<file path="src/rtl/sar_adc_sequencer.sv">
// Multi-channel SAR ADC conversion sequencer with a tick-enabled bit-trial engine.
// Define SAR_AVG_EN to average 2**AVG_LOG2 conversions per channel before each result.
module sar_adc_sequencer #(
    parameter int unsigned RESOLUTION   = 12,
    parameter int unsigned CHANNELS     = 4,
    parameter int unsigned CLK_DIV      = 368,
    parameter int unsigned SETTLE_TICKS = 2,
    parameter int unsigned AVG_LOG2     = 2,
    localparam int unsigned CW = (CHANNELS > 1) ? $clog2(CHANNELS) : 1
) (
    input  logic                  clk_i,
    input  logic                  rst_i,
    input  logic                  en_i,
    input  logic                  start_i,
    input  logic                  cont_i,
    input  logic [CHANNELS-1:0]   ch_mask_i,
    input  logic                  comp_i,
    output logic [RESOLUTION-1:0] dac_o,
    output logic [CW-1:0]         ch_sel_o,
    output logic                  sample_o,
    output logic                  busy_o,
    output logic [RESOLUTION-1:0] data_o,
    output logic [CW-1:0]         data_ch_o,
    output logic                  valid_o,
    input  logic                  ready_i,
    output logic                  overrun_o
);

    localparam int unsigned DW = $clog2(CLK_DIV);
    localparam int unsigned BW = $clog2(RESOLUTION);
    localparam int unsigned TW = $clog2(SETTLE_TICKS + 1);

    typedef enum logic [1:0] {StIdle, StSample, StConvert, StStore} state_t;

    state_t                state_q;
    logic [DW-1:0]         div_cnt_q;
    logic [TW-1:0]         tick_cnt_q;
    logic [BW-1:0]         bit_q;
    logic [CHANNELS-1:0]   mask_q;
    logic                  comp_meta_q;
    logic                  comp_sync_q;
    logic                  tick;
    logic                  nxt_found;
    logic [CW-1:0]         nxt_ch;

`ifdef SAR_AVG_EN
    localparam int unsigned AW = RESOLUTION + AVG_LOG2;
    localparam int unsigned NW = (AVG_LOG2 > 0) ? AVG_LOG2 : 1;
    logic [AW-1:0]         acc_q;
    logic [NW-1:0]         avg_cnt_q;
    logic [RESOLUTION-1:0] conv_code;
    logic [AW-1:0]         acc_sum;

    // Final code of the running conversion: bit 0 resolves on this tick.
    assign conv_code = {dac_o[RESOLUTION-1:1], comp_sync_q};
    assign acc_sum   = acc_q + AW'(conv_code);
`endif

    assign tick = (div_cnt_q == DW'(CLK_DIV - 1));

    function automatic logic [CW-1:0] lowest(input logic [CHANNELS-1:0] m);
        lowest = '0;
        for (int i = CHANNELS - 1; i >= 0; i--) begin
            if (m[i]) lowest = CW'(i);
        end
    endfunction

    // Next enabled channel strictly above the one just converted.
    always_comb begin
        nxt_found = 1'b0;
        nxt_ch    = '0;
        for (int i = CHANNELS - 1; i >= 0; i--) begin
            if (mask_q[i] && (i > int'(ch_sel_o))) begin
                nxt_found = 1'b1;
                nxt_ch    = CW'(i);
            end
        end
    end

    always_ff @(posedge clk_i) begin
        if (rst_i) begin
            state_q     <= StIdle;
            div_cnt_q   <= '0;
            tick_cnt_q  <= '0;
            bit_q       <= '0;
            mask_q      <= '0;
            comp_meta_q <= 1'b0;
            comp_sync_q <= 1'b0;
            dac_o       <= '0;
            ch_sel_o    <= '0;
            sample_o    <= 1'b0;
            busy_o      <= 1'b0;
            data_o      <= '0;
            data_ch_o   <= '0;
            valid_o     <= 1'b0;
            overrun_o   <= 1'b0;
`ifdef SAR_AVG_EN
            acc_q       <= '0;
            avg_cnt_q   <= '0;
`endif
        end else begin
            comp_meta_q <= comp_i;
            comp_sync_q <= comp_meta_q;
            div_cnt_q   <= (state_q == StIdle || tick) ? '0 : div_cnt_q + 1'b1;
            if (valid_o && ready_i) valid_o <= 1'b0;

            if (state_q != StIdle && !en_i) begin
                state_q  <= StIdle;
                dac_o    <= '0;
                sample_o <= 1'b0;
                busy_o   <= 1'b0;
            end else begin
                unique case (state_q)
                    StIdle: begin
                        dac_o <= '0;
                        if ((start_i || cont_i) && en_i && (|ch_mask_i)) begin
                            mask_q     <= ch_mask_i;
                            ch_sel_o   <= lowest(ch_mask_i);
                            state_q    <= StSample;
                            sample_o   <= 1'b1;
                            busy_o     <= 1'b1;
                            tick_cnt_q <= '0;
                            if (start_i) overrun_o <= 1'b0;
`ifdef SAR_AVG_EN
                            acc_q      <= '0;
                            avg_cnt_q  <= '0;
`endif
                        end
                    end
                    StSample: begin
                        if (tick) begin
                            if (tick_cnt_q == TW'(SETTLE_TICKS - 1)) begin
                                state_q  <= StConvert;
                                sample_o <= 1'b0;
                                dac_o    <= RESOLUTION'(1) << (RESOLUTION - 1);
                                bit_q    <= BW'(RESOLUTION - 1);
                            end else begin
                                tick_cnt_q <= tick_cnt_q + 1'b1;
                            end
                        end
                    end
                    StConvert: begin
                        if (tick) begin
                            dac_o[bit_q] <= comp_sync_q;
                            if (bit_q != '0) begin
                                dac_o[bit_q - 1'b1] <= 1'b1;
                                bit_q               <= bit_q - 1'b1;
                            end else begin
`ifdef SAR_AVG_EN
                                acc_q <= acc_sum;
                                if (avg_cnt_q == NW'((1 << AVG_LOG2) - 1)) begin
                                    state_q <= StStore;
                                end else begin
                                    avg_cnt_q  <= avg_cnt_q + 1'b1;
                                    state_q    <= StSample;
                                    sample_o   <= 1'b1;
                                    dac_o      <= '0;
                                    tick_cnt_q <= '0;
                                end
`else
                                state_q <= StStore;
`endif
                            end
                        end
                    end
                    StStore: begin
`ifdef SAR_AVG_EN
                        data_o <= acc_q[AW-1:AVG_LOG2];
`else
                        data_o <= dac_o;
`endif
                        data_ch_o <= ch_sel_o;
                        valid_o   <= 1'b1;
                        if (valid_o && !ready_i) overrun_o <= 1'b1;
                        if (nxt_found || cont_i) begin
                            ch_sel_o   <= nxt_found ? nxt_ch : lowest(mask_q);
                            state_q    <= StSample;
                            sample_o   <= 1'b1;
                            dac_o      <= '0;
                            tick_cnt_q <= '0;
                            div_cnt_q  <= '0;
`ifdef SAR_AVG_EN
                            acc_q      <= '0;
                            avg_cnt_q  <= '0;
`endif
                        end else begin
                            state_q <= StIdle;
                            busy_o  <= 1'b0;
                            dac_o   <= '0;
                        end
                    end
                    default: state_q <= StIdle;
                endcase
            end
        end
    end

endmodule

</file>
<file path="config.mk">
export PLATFORM = sky130hd
export DESIGN_NAME = sar_adc_sequencer
export DESIGN_NICKNAME = d
export VERILOG_FILES = /design/src/rtl/sar_adc_sequencer.sv
export SDC_FILE = /design/constraint.sdc
export NUM_CORES = 1
export LEC_CHECK = 0
export BUFFER_PORTS_ARGS = -buffer_cell sky130_fd_sc_hd__buf_4
export CELL_PAD_IN_SITES_DETAIL_PLACEMENT = 0
export CELL_PAD_IN_SITES_GLOBAL_PLACEMENT = 1
export CORE_ASPECT_RATIO = 1.75
export CORE_MARGIN = 10
export CORE_UTILIZATION = 42
export CTS_BUF_LIST = sky130_fd_sc_hd__clkbuf_8
export CTS_CLUSTER_DIAMETER = 200
export DETAILED_ROUTE_END_ITERATION = 10
export PLACE_DENSITY_LB_ADDON = 0.25
export SLEW_MARGIN = 20
export SYNTH_ARGS = -nofsm -noshare
export SYNTH_HDL_FRONTEND = slang
export SYNTH_SLANG_ARGS = --single-unit
export TNS_END_PERCENT = 1
</file>
<file path="constraint.sdc">
create_clock -name clk_i -period 2.58 [get_ports clk_i]
set_input_delay 0.774 -clock clk_i [delete_from_list [all_inputs] [get_ports clk_i]]
set_output_delay 0.774 -clock clk_i [all_outputs]
set_load 0.05 [all_outputs]
</file>
==> flow_summary.yaml <==
status:
  status: "finished clean"
worst_hold_path:
  worstHoldStart: "comp_meta_q"
  min_path_type: "reg2reg"
  whs_path_depth: 1
route:
  vias: 2595
  ant_nets: 0
  wirelength_um: 7570
  viasPerCell: 5.46
  firstDrtPassIters: 4
  drtIter0Drc: 175
  drc: 0
  wl_per_cell_um: 15.9
floorplanning:
  die_h_um: 130
  rows: 40
  initial_core_util: 0.425
  dieArea_um2: 10700
  io_pins: 43
  core_um2: 6810
  fp.dieW_um: 82.7
worst_setup_path:
  critical-path-max-stage-delay_ps: 500
  endpoint_kind: "flip-flop"
  crit_required_ps: 2820
  reg2regPathDepth: 7
  r2r_start: "state_q[1]"
  crit_cells: 7
  slowest_stage: "or4b_4"
  critPathKind: "reg2reg"
  path_cells: "inv_1 -> ha_1 -> nand2b_1 -> or4b_4 -> nor3_4 -> a21oi_1 -> a311oi_1"
  path_max_fanout: 7
  critical_path_buf_inv_count: 1
  cp-startpoint: "state_q[1]"
  cp_top_family: "simple AND/OR/NAND/NOR gates"
  cp_data_arrival_time_ps: 2430
  crit_path_start_kind: "flip-flop"
global_routing:
  grt_pass1_wl_um: 12300
  grt_start_max_net_pins: 34
  grt_pass1_vias: 2489
  antenna_found_initial: 0
  globalRouteTotalUtil: 0.144
  grt_remaining_overflow: 0
yosys:
  ys.flop_type: "dfxtp_1"
  syn_nets: 378
  yosysWarningCount: 0
  syn_area_per_cell_um2: 8.24
  synth_cells: 351
  synthArstFlopShare: 0
  synth_area_um2: 2890
  synth_edf_count: 0
  ys_ff_latch: 55
  ys_seq_area_frac: 0.381
  synth_cell_types: 51
power:
  p_comb_frac: 0.344
  power_frac_seq: 0.412
  powerDensity_nw_per_um2: 716
  clkPwrFrac: 0.244
  intPower_mw: 1.52
  leakagePower_nw: 1.31
  swShare: 0.378
  p_switching_uw: 926
  ir_drop_v: 0.000437
final_layout:
  syn2layout_area_growth_pct: 18.3
  drive_gt1_frac: 0.182
  final_cell_mix: "55 x dfxtp_1, 52 x nand2_1, 50 x buf_4"
  antennaDiodeCount: 0
  final_net_count: 417
  layout_commonest_cell: "dfxtp_1"
placed_design:
  hpwl_um: 5750
  gp_congestion: 0.817
  port-buffer-count: 42
timing:
  slew_headroom: 0.601
  holdWs_ps: 445
  fin_setup_tns_ps: 0
  finalSetupViolations: 0
  rsz0062_at_grt: "false"
  fin_crit_ps: 2180
  skew_ps: 7.87
  finalCritPeriodShare: 0.846
  slew_viol_final: 0
  clock.fmax_mhz: 458
  worst_slew_pin_slew_ps: 593
  hold_viol: 0
clock_tree:
  cts_tree: "yes"
  numCtsBuffers: 5
  worstSkewPairLatency_ps: 320
  cts_num_sinks: 55
  clock_path_buffers: 2
  root_buffer: "clkbuf_8"
  cts_resized: 0
  post-cts-setup-buffer-count: 0
  htree_levels: 2
  clk_pin_slew_ps: 100
  holdBufCountCts: 0
job:
  cap_viol_max_count: 0
[cell families (layout without fill, tap and decap cells)]
| family | after synthesis | after routing | synth area share |
|---|---|---|---|
| xor+xnor | 8 | 8 | 0.0242 |
| buf+inv | 33 | 73 | 0.0428 |
| flops | 55 | 55 | 0.381 |
| compound gates | 99 | 99 | 0.231 |
| mux | 7 | 7 | 0.0255 |
| simple gates | 133 | 133 | 0.226 |
| fa+ha+maj | 16 | 16 | 0.0692 |
[state kept, by name, summed over array words and instances, names as in the netlist]
register / cells
dac_o: 12
data_o: 12
div_cnt_q: 9
bit_q: 4
mask_q: 4
ch_sel_o: 2
data_ch_o: 2
state_q: 2
tick_cnt_q: 2
busy_o: 1
comp_meta_q: 1
comp_sync_q: 1
overrun_o: 1
sample_o: 1
valid_o: 1
[final timing paths]
check	endpoint	slack (ps)
hold reg to reg	comp_sync_q	450
setup / recovery	bit_q[3]	400
hold / removal	comp_sync_q	450
setup reg to reg	bit_q[3]	400
[power groups by stage]
| stage | logic [mW] | registers [mW] | clock network [mW] |
|---|---|---|---|
| 3_5_place_dp | 0.845 | 1.03 | 0 |
| 3_3_place_gp | 0.834 | 1.03 | 0 |
| 6_report | 0.842 | 1.01 | 0.597 |
| 5_1_grt | 0.931 | 1.02 | 0.655 |
| 4_1_cts | 0.848 | 1.01 | 0.622 |
| 2_1_floorplan | 0.498 | 1.13 | 0 |
[area by class of cell]
cell class,instances,area (µm²)
clock buffers,5,68.8
clock inverters,3,46.3
fillers,714,3390
inverters,15,56.3
multi-input cells,263,1670
flip-flops and latches,55,1100
well taps,84,105
repair buffers,50,375
[per-stage QoR]
step / util / cells / setup slack, ps / area, µm² / power [mW]
after floorplan: - / 351 / 490 / 2890 / 1.63
after global placement: 0.485 / 467 / 305 / 3300 / 1.86
after detailed placement: 0.485 / 467 / 236 / 3300 / 1.88
after CTS: 0.502 / 475 / 382 / 3420 / 2.48
after global routing: 0.502 / 475 / 167 / 3420 / 2.61
final: 0.502 / 475 / 396 / 3420 / 2.45
[per-layer routing]
layer  track usage  wire length [µm]  vias to the layer above
met5             0                 0                        -
met3        0.0282               419                       12
met1         0.155              2880                     1192
li1              -                 -                     1333
met2         0.260              4060                       58
met4        0.0633               205                        0
[synthesized netlist by cell type, types with 2 or more instances]
cell type / instances / area (µm²)
nand4_1: 2 / 12.5
o21a_1: 2 / 15.0
o22ai_1: 2 / 12.5
nand3b_1: 5 / 37.5
a221oi_1: 7 / 61.3
nor2b_1: 7 / 43.8
mux2i_1: 4 / 40.0
nand2_1: 52 / 195
nand4b_1: 2 / 17.5
o41ai_1: 2 / 17.5
nor2_1: 27 / 101
mux2_2: 3 / 33.8
or2_2: 4 / 25.0
xor2_1: 3 / 26.3
and3_1: 8 / 50.1
a211oi_1: 2 / 15.0
ha_1: 16 / 200
a21bo_2: 2 / 20.0
inv_1: 15 / 56.3
nand2b_1: 5 / 31.3
nand3_1: 9 / 45.0
o2bb2ai_1: 10 / 87.6
xnor2_1: 5 / 43.8
nor3_1: 5 / 25.0
o31ai_1: 2 / 15.0
a31oi_1: 3 / 18.8
o21ai_0: 9 / 45.0
clkbuf_1: 18 / 67.6
dfxtp_1: 55 / 1100
a311oi_1: 6 / 52.6
a21oi_1: 39 / 195
(Power assumes the default switching activity.)
